**src/rtl/pipe_pkg.sv**
```systemverilog
// pipe_pkg: shared types for the elastic pipeline-stage buffers.
//   pstate_t   occupancy state of one pipe_stage_buf (empty / main / main+skid)
//   *_t        per-stage payload structs; $bits() of these sets WIDTH
//   *_BUBBLE   NOP payload images used as the BUBBLE parameter of each stage
package pipe_pkg;

    typedef enum logic [1:0] {
        PS_EMPTY = 2'd0,
        PS_ONE   = 2'd1,
        PS_TWO   = 2'd2
    } pstate_t;

    typedef enum logic [6:0] {
        RTYPE  = 7'b0110011,
        ITYPE  = 7'b0010011,
        LOAD   = 7'b0000011,
        STORE  = 7'b0100011,
        BRANCH = 7'b1100011
    } opcode_t;

    typedef struct packed {
        logic [31:0] pc;
        logic [31:0] instr;
    } ifid_t;

    typedef struct packed {
        opcode_t     opcode;
        logic [4:0]  rd;
        logic [31:0] rs1_val;
        logic [31:0] rs2_val;
        logic [31:0] imm;
    } idex_t;

    typedef struct packed {
        opcode_t     opcode;
        logic [4:0]  rd;
        logic [31:0] alu_out;
        logic [31:0] store_val;
    } exmem_t;

    typedef struct packed {
        opcode_t     opcode;
        logic [4:0]  rd;
        logic [31:0] wb_val;
    } memwb_t;

    // An all-zero RTYPE writing x0 has no architectural effect, so it is the NOP image.
    localparam ifid_t  IFID_BUBBLE  = '{pc: '0, instr: '0};
    localparam idex_t  IDEX_BUBBLE  = '{opcode: RTYPE, rd: '0, rs1_val: '0, rs2_val: '0, imm: '0};
    localparam exmem_t EXMEM_BUBBLE = '{opcode: RTYPE, rd: '0, alu_out: '0, store_val: '0};
    localparam memwb_t MEMWB_BUBBLE = '{opcode: RTYPE, rd: '0, wb_val: '0};

endpackage

```
**src/rtl/pipe_stage_buf_sat_counter.sv**
```systemverilog
// pipe_sat_counter: CNT_W-bit saturating event counter.
//   CLK   in   clock, rising edge
//   nRST  in   asynchronous reset, active-low (only way to clear)
//   inc   in   count one event this cycle
//   cnt   out  current count, sticks at all-ones
module pipe_sat_counter #(
    parameter int CNT_W = 16
) (
    input  logic             CLK,
    input  logic             nRST,
    input  logic             inc,
    output logic [CNT_W-1:0] cnt
);

    logic [CNT_W-1:0] r_cnt;

    always_ff @(posedge CLK or negedge nRST) begin
        if (!nRST) begin
            r_cnt <= '0;
        end else if (inc && (r_cnt != {CNT_W{1'b1}})) begin
            r_cnt <= r_cnt + 1'b1;
        end
    end

    assign cnt = r_cnt;

endmodule

```
**src/rtl/pipe_stage_buf.sv**
```systemverilog
// pipe_stage_buf: generic elastic pipeline-stage register with a 2-entry skid
// buffer. in_ready comes straight from the state flop, so it never depends
// combinationally on out_ready.
//   CLK, nRST                   clock (rising) / asynchronous active-low reset
//   flush                       synchronous squash of both entries to BUBBLE
//   in_valid/in_ready/in_data   upstream handshake and WIDTH-bit payload
//   out_valid/out_ready/out_data downstream handshake and head payload
//   stall_cnt/flush_cnt/xfer_cnt CNT_W-bit performance counters
// Optional build macro PIPE_STAGE_PERF_EN enables the saturating counters;
// without it the counter ports read 0 and no counter flops exist.
module pipe_stage_buf
    import pipe_pkg::*;
#(
    parameter int               WIDTH  = 64,
    parameter logic [WIDTH-1:0] BUBBLE = '0,
    parameter int               CNT_W  = 16
) (
    input  logic             CLK,
    input  logic             nRST,
    input  logic             flush,
    input  logic             in_valid,
    output logic             in_ready,
    input  logic [WIDTH-1:0] in_data,
    output logic             out_valid,
    input  logic             out_ready,
    output logic [WIDTH-1:0] out_data,
    output logic [CNT_W-1:0] stall_cnt,
    output logic [CNT_W-1:0] flush_cnt,
    output logic [CNT_W-1:0] xfer_cnt
);

    pstate_t          r_state;
    pstate_t          w_state_nxt;
    logic [WIDTH-1:0] r_main;
    logic [WIDTH-1:0] r_skid;
    logic [WIDTH-1:0] w_main_nxt;
    logic [WIDTH-1:0] w_skid_nxt;
    logic             w_acc;
    logic             w_take;

    assign in_ready  = (r_state != PS_TWO);
    assign out_valid = (r_state != PS_EMPTY);
    assign out_data  = r_main;

    assign w_acc  = in_valid && in_ready;
    assign w_take = out_valid && out_ready;

    always_ff @(posedge CLK or negedge nRST) begin
        if (!nRST) begin
            r_state <= PS_EMPTY;
            r_main  <= BUBBLE;
            r_skid  <= BUBBLE;
        end else begin
            r_state <= w_state_nxt;
            r_main  <= w_main_nxt;
            r_skid  <= w_skid_nxt;
        end
    end

    always_comb begin
        w_state_nxt = r_state;
        w_main_nxt  = r_main;
        w_skid_nxt  = r_skid;
        if (flush) begin
            // Flush wins over any accept; the offered payload is dropped.
            w_state_nxt = PS_EMPTY;
            w_main_nxt  = BUBBLE;
            w_skid_nxt  = BUBBLE;
        end else begin
            case (r_state)
                PS_EMPTY: begin
                    if (w_acc) begin
                        w_state_nxt = PS_ONE;
                        w_main_nxt  = in_data;
                    end
                end
                PS_ONE: begin
                    if (w_acc && !w_take) begin
                        w_state_nxt = PS_TWO;
                        w_skid_nxt  = in_data;
                    end else if (w_acc && w_take) begin
                        w_main_nxt  = in_data;
                    end else if (w_take) begin
                        w_state_nxt = PS_EMPTY;
                        w_main_nxt  = BUBBLE;
                    end
                end
                PS_TWO: begin
                    // in_ready is low here, so only the drain path exists.
                    if (w_take) begin
                        w_state_nxt = PS_ONE;
                        w_main_nxt  = r_skid;
                        w_skid_nxt  = BUBBLE;
                    end
                end
                default: begin
                    w_state_nxt = PS_EMPTY;
                    w_main_nxt  = BUBBLE;
                    w_skid_nxt  = BUBBLE;
                end
            endcase
        end
    end

`ifdef PIPE_STAGE_PERF_EN
    logic w_inc_stall;
    logic w_inc_flush;

    assign w_inc_stall = out_valid && !out_ready;
    assign w_inc_flush = flush && (r_state != PS_EMPTY);

    pipe_sat_counter #(.CNT_W(CNT_W)) u_stall_cnt (
        .CLK  (CLK),
        .nRST (nRST),
        .inc  (w_inc_stall),
        .cnt  (stall_cnt)
    );

    pipe_sat_counter #(.CNT_W(CNT_W)) u_flush_cnt (
        .CLK  (CLK),
        .nRST (nRST),
        .inc  (w_inc_flush),
        .cnt  (flush_cnt)
    );

    // A take in a flush cycle still completed downstream, so it counts.
    pipe_sat_counter #(.CNT_W(CNT_W)) u_xfer_cnt (
        .CLK  (CLK),
        .nRST (nRST),
        .inc  (w_take),
        .cnt  (xfer_cnt)
    );
`else
    assign stall_cnt = '0;
    assign flush_cnt = '0;
    assign xfer_cnt  = '0;
`endif

endmodule

```
**config.mk**
```make
export PLATFORM = sky130hd
export DESIGN_NAME = pipe_stage_buf
export DESIGN_NICKNAME = d
export VERILOG_FILES = /design/src/rtl/pipe_pkg.sv /design/src/rtl/pipe_stage_buf_sat_counter.sv /design/src/rtl/pipe_stage_buf.sv
export SDC_FILE = /design/constraint.sdc
export NUM_CORES = 1
export LEC_CHECK = 0
export ABC_AREA = 0
export CORE_ASPECT_RATIO = 0.6
export CORE_MARGIN = 2
export CORE_UTILIZATION = 35
export CTS_CLUSTER_DIAMETER = 60
export DETAILED_ROUTE_END_ITERATION = 10
export GPL_ROUTABILITY_DRIVEN = 1
export SYNTH_ARGS = -nofsm -noshare
export SYNTH_HDL_FRONTEND = slang
export SYNTH_HIERARCHICAL = 1
export SYNTH_SLANG_ARGS = --single-unit
export TNS_END_PERCENT = 10
```
**constraint.sdc**
```tcl
create_clock -name CLK -period 2 [get_ports CLK]
set_input_delay 0.4 -clock CLK [delete_from_list [all_inputs] [get_ports CLK]]
set_output_delay 0.4 -clock CLK [all_outputs]
set_load 0.03 [all_outputs]
```
# Yosys cells after proc, flatten, opt, wreduce, memory -nomap -nowiden

Cells that the tools add are included.

Input port bits: 69
Flip-flop bits (word level): 130
Word-level logic and storage cells: 41
Output and inout port bits: 114

Reductions and logical operators: 10
Equal/unequal tests: 11
Multiplexer cells: 17

Operators by type and width:

| kind                                                | number |
|---|---|
| 2-to-1 mux 64 bit                                   | 8 |
| case mux 64 bit (3 select lines)                    | 2 |
| 2-to-1 mux 2 bit                                    | 6 |
| inequality test 3 bit, second input constant        | 4 |
| inequality test 4 bit, second input constant        | 3 |
| AND reduction 4 bit                                 | 2 |
| case mux 2 bit (3 select lines)                     | 1 |
| logical AND 1 bit                                   | 4 |
| inequality test 2 bit, second input constant        | 2 |
| AND reduction 3 bit                                 | 1 |
| equality test 2 x 1 -> 1 bit, second input constant | 1 |
| equality test 2 bit, second input constant          | 1 |
| logical NOT 2 bit                                   | 1 |
| nonzero test 2 bit                                  | 1 |
| logical NOT 1 bit                                   | 1 |

# Logic depth before layout (Yosys ltp)

Gate-level depths: netlist of run 1.

Word-level depth: 7
Gate-level depth with buffers: 7
Mapped depth without buffers: 4

# Worst setup path after synthesis of run 1

Ideal clock, no wire load.

Path type: register to output
Start point: register r_state[0]
End point: output port out_valid
Data required time: 1600 ps
Buffers on the path: 3
Stages on the path, launching flop included: 5
Path slack: 374 ps
Arrival time: 1226 ps
Cell sequence: dfrtp_1 -> buf_2 -> buf_2 -> clkbuf_1 -> or2_1

Word-level cells in the longest chain between the ends: 1

Ends and longest elaborated chain:

| what                   | line                 | source |
|---|---|---|
| from (decl)            | pipe_stage_buf.sv:32 | `pstate_t r_state;` |
| from (signal assigned) | pipe_stage_buf.sv:54 | `r_state <= w_state_nxt;` |
| nonzero test 2 bit     | pipe_stage_buf.sv:42 | `assign out_valid = (r_state != PS_EMPTY);` |
| to (decl)              | pipe_stage_buf.sv:24 | `output logic out_valid,` |

No other way between the ends.

# Worst setup path after layout of run 1

Start point: register r_state[1]
End point: output port out_valid

Same word-level chain as after synthesis.

==> impl_metrics.json, run 1 <==
{
  "gp_congestion": 0.810,
  "ctsResizeCount": 0,
  "cts_num_sinks": 130,
  "firstDrtPassIters": 5,
  "rows": 40,
  "dr_total_vias": 4942,
  "dp.final_hpwl_mm": 11.1,
  "post_drt_wl_per_cell_um": 16.7,
  "clkLatencyLatePin_ns": 0.41,
  "gr-usage-all-layers_pct": 17.0,
  "status": "complete, no violations",
  "cts_tree": "done",
  "r2r_setup_slack_ns": 0.18,
  "path_max_fanout": 15,
  "grt_pass1_vias": 5111,
  "path_class": "reg2out",
  "root_buffer": "clkbuf_16",
  "setup_slack_ns": 0.0812,
  "setup_viol": 0,
  "synth_top_area_share_pct": 46.4,
  "post-route-util_pct": 46.0,
  "cts_buffers": 17,
  "synth_area_leader_cell": "dfrtp_1",
  "power_switching_mw": 2.17,
  "ys_seq_area_share_pct": 46.4,
  "power_per_cell_area_nw_per_um2": 835,
  "max_cap_violations": 0,
  "drt-total-wl_mm": 17.5,
  "ys_seq_elements": 130,
  "drcViolationCount": 0,
  "die_w_um": 187,
  "grt_setup_unrepaired": "no",
  "nets": 827,
  "grt_pass1_wl_mm": 28.4,
  "dieArea_um2": 21200,
  "yosys_warnings": 6,
  "final_hold_viol_count": 0,
  "drt-initial-drc-count": 345,
  "syn_inst": 634,
  "start_kind": "flip-flop",
  "antenna_found_initial": 2,
  "fmax_ghz": 0.521,
  "clk_pin_slew_ns": 0.06,
  "required_ns": 1.60,
  "postSynthAreaPerCell_um2": 11.1,
  "synthTopCellsByArea": "dfrtp_1 46%, mux2i_1 18%, a22o_1 8.1%, o2bb2ai_1 8.0%, buf_4 6.3%",
  "drt-vias-per-instance": 4.73,
  "placed_cells": 1009,
  "drive_gt1_share_pct": 7.65,
  "dpl_worst_slack_ns": -0.0740,
  "end_kind": "output port",
  "period_minus_slack_ns": 1.92,
  "vdd_drop_max_mv": 0.555,
  "start_util_pct": 35.4,
  "num_io_pins": 183,
  "switching_share_pct": 28.5,
  "h-tree-depth": 4,
  "rr_startpoint": "r_state[1]",
  "r2r_end": "out_data[29]",
  "reg2regPathDepth": 6,
  "die_y_um": 114,
  "clockPowerShare_pct": 41.1,
  "p_int_mw": 5.45,
  "fin_worst_skew_ns": 0.0111,
  "overflow": 0,
  "grt_max_degree": 48,
  "fin_crit_sh_pct": 95.9,
  "slew_violations": 0,
  "numPortBuffers": 134,
  "syn_area_um2": 7010,
  "drtAntennaViolNets": 0,
  "leakage_nw": 3.86,
  "pwr-share-seq_pct": 38.4,
  "coreArea_um2": 19800,
  "arrival_ns": 1.52,
  "comb_power_share_pct": 20.5,
  "syn_to_final_growth_pct": 30.2,
  "final_cells": 1045,
  "clockBufferDepth": 2,
  "synth_cell_types": 24,
  "hold_path.class": "in2async"
}
-- placed cells by master (no fill, tap or decap), types with 2 or more instances in the layout --
cell type / instances
a22o_1: 64
buf_12: 14
buf_4: 7
bufinv_16: 3
clkbuf_1: 4
clkbuf_16: 17
clkdlybuf4s50_1: 131
clkinv_2: 4
clkinvlp_4: 2
conb_1: 48
dfrtp_1: 128
inv_1: 64
mux2i_1: 129
nand2_1: 66
nor2_1: 5
nor2_4: 2
o2bb2ai_1: 64
-- timing repair --
action / CTS / global route
buffers inserted: 1 / 0
setup endpoints to repair: 1 / 0
hold endpoints to repair: 45 / 0
hold buffers: 1 / 0
-- registers in the layout (all words and copies together), names as in the netlist --
signal,count
r_state,2
out_data,64
r_skid,64
-- layout make-up --
type                       instances  area, um^2
fill                            1819       10700
sequential                       130        3260
multi-input combinational        390        3000
timing repair buffer             155        1700
clock buffer                      22         454
tap                              273         342
inverter                          64         240
clock inverter                    10         134
antenna                            1        2.50
-- worst max-delay path: stages, from the launching register on --
cell     delay [ns]
dfrtp_4        0.50
buf_12         0.17
or2_1          0.26
buf_4          0.18
-- metrics by stage --
| step | hold WS [ns] | total power [mW] | cell area [um^2] | setup TNS (ns) |
|---|---|---|---|---|
| floorplan | 0.104 | 3.96 | 7180 | 0 |
| global placement | 0.370 | 4.50 | 8480 | 0 |
| detailed placement | 0.380 | 4.52 | 8480 | -1.30 |
| CTS | 0.506 | 7.71 | 9120 | 0 |
| global route | 0.515 | 7.96 | 9120 | 0 |
| finish | 0.497 | 7.62 | 9130 | 0 |
-- worst max-delay path by stage --
stage	startpoint	slack [ns]	cells after the start	endpoint
final	r_state[1]	0.08	3	out_valid
after global routing	r_state[1]	0.03	3	out_valid
after CTS	r_state[1]	0.05	3	out_valid
after detailed placement	in_valid	-0.07	6	r_skid[57]
after global placement	out_ready	0.007	6	r_skid[46]
after floorplan	r_state[0]	0.37	4	out_valid
-- synth_stat cells, drive strengths merged --
master,number
nand2,66
conb,1
mux2i,129
or2,1
or3b,1
and2b,1
nor2,8
a22o,65
nor2b,2
inv,64
dfrtp,130
a21oi,1
a2bb2oi,1
a21boi,1
nand2b,1
buf,91
o2bb2ai,64
clkbuf,6
o22a,1
-- power groups by stage --
| stage | Combinational (mW) | Sequential [mW] | Clock, mW |
|---|---|---|---|
| finish | 1.56 | 2.92 | 3.13 |
| global route | 1.67 | 2.94 | 3.35 |
| CTS | 1.57 | 2.92 | 3.21 |
| detailed placement | 1.56 | 2.97 | 0 |
| global placement | 1.54 | 2.96 | 0 |
| floorplan | 0.803 | 3.15 | 0 |
-- routing by layer --
metal  wire, um  vias to the layer above  track usage, %
li1           -                     2377               -
met1       8820                     2415            24.0
met2       7430                      131            25.3
met3       1080                       17            5.08
met4        147                        2            4.60
met5         13                        -               0
-- kinds of logic after synthesis --
group	synth area share, %
buffers and inverters	13.5
other	0.0535
DFF	46.4
and+or+nand+nor	4.93
AOI/OAI and AO/OA	16.6
muxes	18.4
Note: power is estimated with default switching activity, not from simulation.
==> inputs of run 2 (changes only) <==
--- a/config.mk
+++ b/config.mk
@@ -6,7 +6,7 @@
 export NUM_CORES = 1
 export LEC_CHECK = 0
 export ABC_AREA = 0
-export CORE_ASPECT_RATIO = 0.6
+export CORE_ASPECT_RATIO = 2
 export CORE_MARGIN = 2
 export CORE_UTILIZATION = 35
 export CTS_CLUSTER_DIAMETER = 60
==> run 2 against run 1 <==
Core utilization up 0.80 points. Routed wire length up 7.6%. Clock power is 4% higher. Critical path depth did not move. Global-route usage increased by 1.1 points. Final cell count is 0.19% higher. Non-clock buffer count up 13. Final area up 1.3%. Sequential power about the same. Worst hold slack got worse by 0.015 ns. Die area up 0.15%. Critical endpoint unchanged. Largest power group unchanged.
==> impl_metrics.json, run 2 (synthesized netlist as in run 1, its figures left out) <==
{
  "drive_gt1_share_pct": 9.31,
  "post-route-util_pct": 46.8,
  "num_io_pins": 183,
  "placed_area_um2": 8560,
  "post_drt_wl_per_cell_um": 18.0,
  "path_max_fanout": 18,
  "grt_pass1_wl_mm": 30.1,
  "grt_setup_unrepaired": "no",
  "worstMarginPinSlew_ns": 0.569,
  "final_cell_mix": "131 x clkdlybuf4s50_1, 129 x mux2i_1, 128 x dfrtp_1, 66 x nand2_1",
  "coreArea_um2": 19700,
  "comb_power_share_pct": 20.5,
  "start_util_pct": 35.5,
  "multi_input_area_um2": 3000,
  "end_kind": "output port",
  "seqCellArea_um2": 3260,
  "grt_max_degree": 45,
  "p_int_mw": 5.57,
  "clockBufferDepth": 2,
  "max_cap_violations": 0,
  "clk_pin_slew_ns": 0.06,
  "critPathTopFamily": "flip-flops",
  "design_area_um2": 9240,
  "drt-vias-per-instance": 5.02,
  "overflow": 0,
  "path_class": "reg2out",
  "layout_commonest_cell": "clkdlybuf4s50_1",
  "dp.final_hpwl_mm": 12.9,
  "antenna_found_initial": 1,
  "pwr-share-seq_pct": 37.6,
  "cp_slowest_stage_delay_ns": 0.52,
  "power_per_cell_area_nw_per_um2": 844,
  "syn_to_final_growth_pct": 31.9,
  "rr_startpoint": "r_state[1]",
  "gp_congestion": 0.794,
  "clockPowerShare_pct": 41.9,
  "numPortBuffers": 134,
  "rows": 73,
  "gr-usage-all-layers_pct": 18.1,
  "cp_slowest_cell": "dfrtp_4",
  "r2r_end": "r_skid[15]",
  "required_ns": 1.60,
  "fmax_ghz": 0.518,
  "hold_path.class": "in2async",
  "clkLatencyLatePin_ns": 0.41,
  "slew_violations": 0,
  "fin_crit_sh_pct": 96.6,
  "grt_pass1_vias": 5673,
  "reg2regPathDepth": 6,
  "cts_buffers": 17,
  "cts_tree": "done",
  "h-tree-depth": 4,
  "leakage_nw": 3.93,
  "nets": 840,
  "dieArea_um2": 21200,
  "dr_total_vias": 5259,
  "power_switching_mw": 2.23,
  "firstDrtPassIters": 4,
  "path_cells": "buf_16 > or2_1 > buf_4",
  "drtAntennaViolNets": 0,
  "drt-initial-drc-count": 243,
  "start_kind": "flip-flop",
  "drcViolationCount": 0,
  "status": "complete, no violations",
  "setup_viol": 0,
  "r2r_setup_slack_ns": 0.25,
  "fillers": 1869,
  "path_buf_inv": 2,
  "die_y_um": 204,
  "final_hold_viol_count": 0,
  "fin_worst_skew_ns": 0.00448,
  "vdd_drop_max_mv": 0.463,
  "root_buffer": "clkbuf_16",
  "drt-total-wl_mm": 18.8,
  "arrival_ns": 1.53,
  "die_w_um": 104,
  "switching_share_pct": 28.6,
  "slew-limit-headroom_pct": 62.1,
  "period_minus_slack_ns": 1.93,
  "cts_num_sinks": 130
}
## run 2: stage by stage
stage | hold WS, ns | worst slack [ns] | power, mW | setup TNS, ns | std cells
3_3_place_gp | 0.355 | -0.0172 | 4.54 | -0.272 | 1010
4_1_cts | 0.482 | -0.00553 | 7.88 | -0.00553 | 1043
2_1_floorplan | 0.104 | 0.374 | 3.96 | 0 | 681
6_report | 0.483 | 0.0680 | 7.80 | 0 | 1047
3_5_place_dp | 0.359 | -0.0562 | 4.57 | -2.66 | 1010
5_1_grt | 0.520 | 0.0254 | 8.11 | 0 | 1047
## run 2: timing repair
action / in CTS / in global routing
buffers inserted: 0 / 2
gates cloned: 0 / 1
resized for setup: 1 / 2
hold endpoints to repair: 39 / 0
pin swaps: 0 / 0
endpoints found under the setup margin: 2 / 1
hold buffers: 1 / 0
## run 2: final cells by class
cell class | instances | share of cell area, %
diodes | 1 | 0.0271
clock buffers | 23 | 5.28
clock inverters | 9 | 1.38
inverters | 64 | 2.60
multi-input cells | 390 | 32.4
flip-flops and latches | 130 | 35.3
well taps | 262 | 3.55
repair buffers | 168 | 19.5
## run 2: worst max-delay path by stage
stage	from	to	slack (ns)	depth (start not counted)
after CTS	r_state[1]	out_valid	-0.006	3
after floorplan	r_state[0]	out_valid	0.37	4
after global placement	out_ready	r_skid[25]	-0.02	6
after detailed placement	out_ready	r_skid[61]	-0.06	6
after global routing	r_state[1]	out_valid	0.03	3
final	r_state[1]	out_valid	0.07	3
## run 2: worst reg2reg max path: stages (launching register included)
cell	delay, ns
dfrtp_4	0.52
buf_4	0.16
and2b_1	0.27
nor2b_4	0.23
buf_4	0.27
nand2_1	0.10
mux2i_1	0.13
## run 2: power by group through the flow
stage	Clock, mW	Combinational (mW)	Sequential [mW]
after detailed placement	0	1.60	2.97
after global placement	0	1.57	2.97
after global routing	3.46	1.71	2.95
after CTS	3.35	1.61	2.93
after floorplan	0	0.803	3.15
final	3.27	1.60	2.93
## run 2: per-layer routing
layer	wire length, um	GRT usage (%)	up-vias
met1	7270	19.3	2659
met2	10200	33.4	171
met4	640	10.2	0
met3	748	3.28	31
li1	-	-	2398
met5	0	0	-
==> patch 1, RTL diff (settings of run 2) <==
Build with the macro `PIPE_STAGE_PERF_EN` defined.
--- a/src/rtl/pipe_stage_buf.sv
+++ b/src/rtl/pipe_stage_buf.sv
@@ -8,6 +8,8 @@
 //   stall_cnt/flush_cnt/xfer_cnt CNT_W-bit performance counters
 // Optional build macro PIPE_STAGE_PERF_EN enables the saturating counters;
 // without it the counter ports read 0 and no counter flops exist.
+`define PIPE_STAGE_PERF_EN
+
 module pipe_stage_buf
     import pipe_pkg::*;
 #(
Function: changed (Yosys sat finds a counterexample within 4 cycles, from zero or initial values and one cycle with nRST low).
==> patch 1 against run 2 <==
Sequential cell count up 48. First-iteration DRC count up 21%. Largest cell class unchanged. Worst setup slack lost 0.012 ns. Critical path depth decreased by 2. Routed wire length is 27% higher. Sequential share of layout area up 1.2 points. Synthesized area rose by 32%. Design area grew 32%. Power rose by 29%. Combinational power up 45%.
==> patch 1: results (changes against run 2) <==
stage,metric,value,unit,change
status,status,"finished, final reports clean",,unchanged
global_routing,grt_pass1_vias,7343,,was 5673
placement,dp_slack,-0.258,ns,was -0.0562 ns
logic_synthesis,syn_inst,806,,was 634
pwr,power,10.1,mW,was 7.80 mW
placement,place_area,11600,um2,was 8560 um2
worst_setup_path,slowest_stage,clkdlybuf4s50_1,,was dfrtp_4
pwr,p_clk_frac,0.341,,was 0.419
placement,dp_hpwl,15.9,mm,was 12.9 mm
worst_setup_path,worstSetupStartpoint,out_data[6],,was r_state[1]
drt,totalWireLength,23.9,mm,was 18.8 mm
logic_synthesis,yosysSeqAreaShare,0.483,,was 0.464
timing,finalClockSkew,0.0155,ns,was 0.00448 ns
pwr,p_int,6.84,mW,was 5.57 mW
cells_and_area,nets,1072,,was 840
global_routing,antenna_found_initial,3,,was 1
placement,portBuffers,182,,was 134
logic_synthesis,synth_flop_cell,dfrtp_1,,unchanged
cells_and_area,nFillCells,2538,,was 1869
pwr,ir_drop,0.570,mV,was 0.463 mV
global_routing,grt_pass1_wl,39.7,mm,was 30.1 mm
global_routing,grt_max_degree,69,,was 45
worst_setup_path,max_stage_delay,0.74,ns,was 0.52 ns
pwr,leakagePower,5.37,nW,was 3.93 nW
cells_and_area,drive_gt1_frac,0.116,,was 0.0931
logic_synthesis,synth.area.top_cells,"dfrtp_1 48%, mux2i_1 14%, a22o_1 6.2%",,"was dfrtp_1 46%, mux2i_1 18%, a22o_1 8.1%"
drt,dr_total_vias,7058,,was 5259
pwr,largestPowerGroup,registers,,was clock
logic_synthesis,netlist_top_cells_count,"178 x dfrtp_1, 129 x mux2i_1, 78 x nand2_1, 65 x a22o_1, 65 x inv_1",,"was 130 x dfrtp_1, 129 x mux2i_1, 66 x nand2_1, 65 x a22o_1"
drt,dr.first_iter.drc_count,294,,was 243
logic_synthesis,ys_types,43,,was 24
clocking,clock_latency,0.45,ns,was 0.41 ns
placement,gp_congestion,0.816,,was 0.794
patch 1: changes by cell type in the layout (fill, tap and decap cells not counted), moves of 15 or more:
cell / change
nand4_1: +24
xnor2_1: +15
dlygate4sd2_1: +43
conb_1: -48
o21a_1: +15
nand3_1: +15
dfrtp_1: +48
patch 1: layer usage:
layer,track usage,part of all wire,vias to the layer above
met2,0.291,0.47,194
met5,0,0.0014,-
met1,0.233,0.46,3503
met3,0.0474,0.058,19
li1,-,-,3338
met4,0.0525,0.011,4
patch 1: cell families (layout without fill, tap and decap cells):
family          after synthesis  count (layout)  synth area share
simple gates                179             179             0.122
compound gates              178             178             0.163
flops                       178             178             0.483
mux                         132             132             0.144
buf+inv                     115             322            0.0636
xor+xnor                     21              21            0.0199
fa+ha+maj                     3               3           0.00407
other cells                   0               1                 0
patch 1: repair_timing:
item	4_1_cts	5_1_grt
setup buffers	0	2
setup endpoints to repair	46	7
endpoints found under the hold margin	76	0
hold buffers	1	0
gates cloned	0	0
gates resized for setup	50	5
patch 1: path summary, 6_finish.rpt:
path                            slack, ns            to
worst max-delay path                 0.06   out_data[6]
worst min-delay path                 0.32    r_skid[20]
worst max register to register       0.16    r_skid[56]
worst min register to register       0.50  out_data[10]
max in group asynchronous            1.03    r_skid[13]
min in group CLK                     0.50  out_data[10]
patch 1: final cells by class:
type | instances | area (um2) | area share
clock buffers | 21 | 470 | 0.0385
clock inverters | 11 | 125 | 0.0102
diodes | 1 | 2.50 | 0.000205
well taps | 344 | 430 | 0.0352
inverters | 65 | 244 | 0.0200
flip-flops and latches | 178 | 4460 | 0.365
repair buffers | 225 | 2280 | 0.187
multi-input cells | 513 | 4210 | 0.344
==> patch 2, RTL diff (config.mk and constraints of run 2) <==
Made on the original files. Re-encode `pstate_t` (3 states) as one-hot, 3 bits wide.
--- a/src/rtl/pipe_pkg.sv
+++ b/src/rtl/pipe_pkg.sv
@@ -4,10 +4,10 @@
 //   *_BUBBLE   NOP payload images used as the BUBBLE parameter of each stage
 package pipe_pkg;
 
-    typedef enum logic [1:0] {
-        PS_EMPTY = 2'd0,
-        PS_ONE   = 2'd1,
-        PS_TWO   = 2'd2
+    typedef enum logic [2:0] {
+        PS_EMPTY = 3'b001,
+        PS_ONE   = 3'b010,
+        PS_TWO   = 3'b100
     } pstate_t;
 
     typedef enum logic [6:0] {
Function: same outputs for any inputs over 4 cycles, from zero or initial values and one cycle with nRST low; so few cycles prove little.
==> patch 2 against run 2 <==
Design area unchanged. Critical endpoint is now out_data[33]. Power fell by 4.9%. Worst setup slack got worse by 0.061 ns. Largest power group unchanged. Largest cell class is now multi-input combinational cells. Synthesized cell count is 3.6% higher. Register-to-register slack worse by 0.18 ns. Global-route usage increased by 1.5 points. Synthesized area rose by 0.68%. Routed wire length increased by 9.6%. Worst hold slack got worse by 0.065 ns. Sequential cell count increased by 1.
==> patch 2: results (changes against run 2) <==
stage,metric,value,unit,change
worst_setup_path,rr_startpoint,r_state[2],,was r_state[1]
worst_setup_path,critical_path.top_delay_family,buffers and inverters,,was flip-flops
placement,dp_hpwl,13.6,mm,was 12.9 mm
drt,wl_met2,11.2,mm,was 10.2 mm
cells_and_area,multi_input_cells,462,,was 390
cells_and_area,buffers_excl_clock,164,,was 168
cells_and_area,stdcell_area,9240,um2,unchanged
cells_and_area,multi_input_area_share,0.357,,was 0.324
worst_setup_path,crit-reg2reg-capture,out_data[42],,was r_skid[15]
drt,wl_met3,949,um,was 748 um
drt,totalWireLength,20.6,mm,was 18.8 mm
drt,drt-vias-per-instance,5.41,,was 5.02
worst_setup_path,max_stage_delay,0.72,ns,was 0.52 ns
global_routing,grt_use_total,0.196,,was 0.181
global_routing,use_met2,0.366,,was 0.334
drt,dr_total_vias,5681,,was 5259
placement,dp_slack,-0.122,ns,was -0.0562 ns
pwr,p_sw,2.05,mW,was 2.23 mW
pwr,leakagePower,4.10,nW,was 3.93 nW
drt,dr.first_iter.drc_count,326,,was 243
clocking,cts.sinks,131,,was 130
worst_setup_path,slowest_stage,clkdlybuf4s50_1,,was dfrtp_4
timing,finalClockSkew,0.00615,ns,was 0.00448 ns
status,status,"finished, final reports clean",,unchanged
worst_hold_path,worst_hold_path_type,in2reg,,was in2async
timing,worst_pin_slew,0.864,ns,was 0.569 ns
cells_and_area,nFillCells,1831,,was 1869
timing,setup_slack,0.00666,ns,was 0.0680 ns
logic_synthesis,yosysSeqAreaShare,0.465,,was 0.464
global_routing,met1_usage,0.207,,was 0.193
cells_and_area,nets,846,,was 840
clocking,postCtsSetupRepairBufs,1,,was 0
drt,m1WireLength,7.63,mm,was 7.27 mm
placement,place_area,8590,um2,was 8560 um2
cells_and_area,clk_share,0.0676,,was 0.0666
timing,holdWs,0.417,ns,was 0.483 ns
worst_setup_path,worstSetupEndpoint,out_data[33],,was out_valid
cells_and_area,drive_gt1_frac,0.0951,,was 0.0931
logic_synthesis,netlist_top_cells_count,"130 x dfrtp_1, 69 x nand2b_1, 67 x nand2_1, 65 x a22oi_1",,"was 130 x dfrtp_1, 129 x mux2i_1, 66 x nand2_1, 65 x a22o_1"
logic_synthesis,avgSynthCellArea,10.7,um2,was 11.1 um2
placement,dpl.cell_count,1018,,was 1010
patch 2: cell types whose count changed in the layout (fill, tap and decap cells not counted), moves of 2 or more:
cell	change
inv_1	-63
clkbuf_8	-3
buf_12	-2
clkbuf_1	-2
clkinv_4	+2
clkinvlp_4	+2
mux2i_1	-65
nand2b_1	+68
nor2_4	-2
nor2b_2	+2
a22oi_1	+65
patch 2: power groups by stage:
stage               registers, mW  clock network, mW  logic, mW
finish                       2.79               3.32       1.31
global route                 2.80               3.49       1.39
CTS                          2.79               3.38       1.32
detailed placement           2.84                  0       1.31
global placement             2.84                  0       1.29
floorplan                    2.96                  0      0.697
patch 2: kinds of logic (layout without fill, tap and decap cells):
family,count (synthesis),after routing,share of synthesized area
AO/OA/AOI/OAI,200,200,0.239
AND/OR/NAND/NOR,150,150,0.109
flip-flops,131,131,0.465
multiplexers,64,64,0.0908
buffers and inverters,111,196,0.0967
other,1,48,0.000532
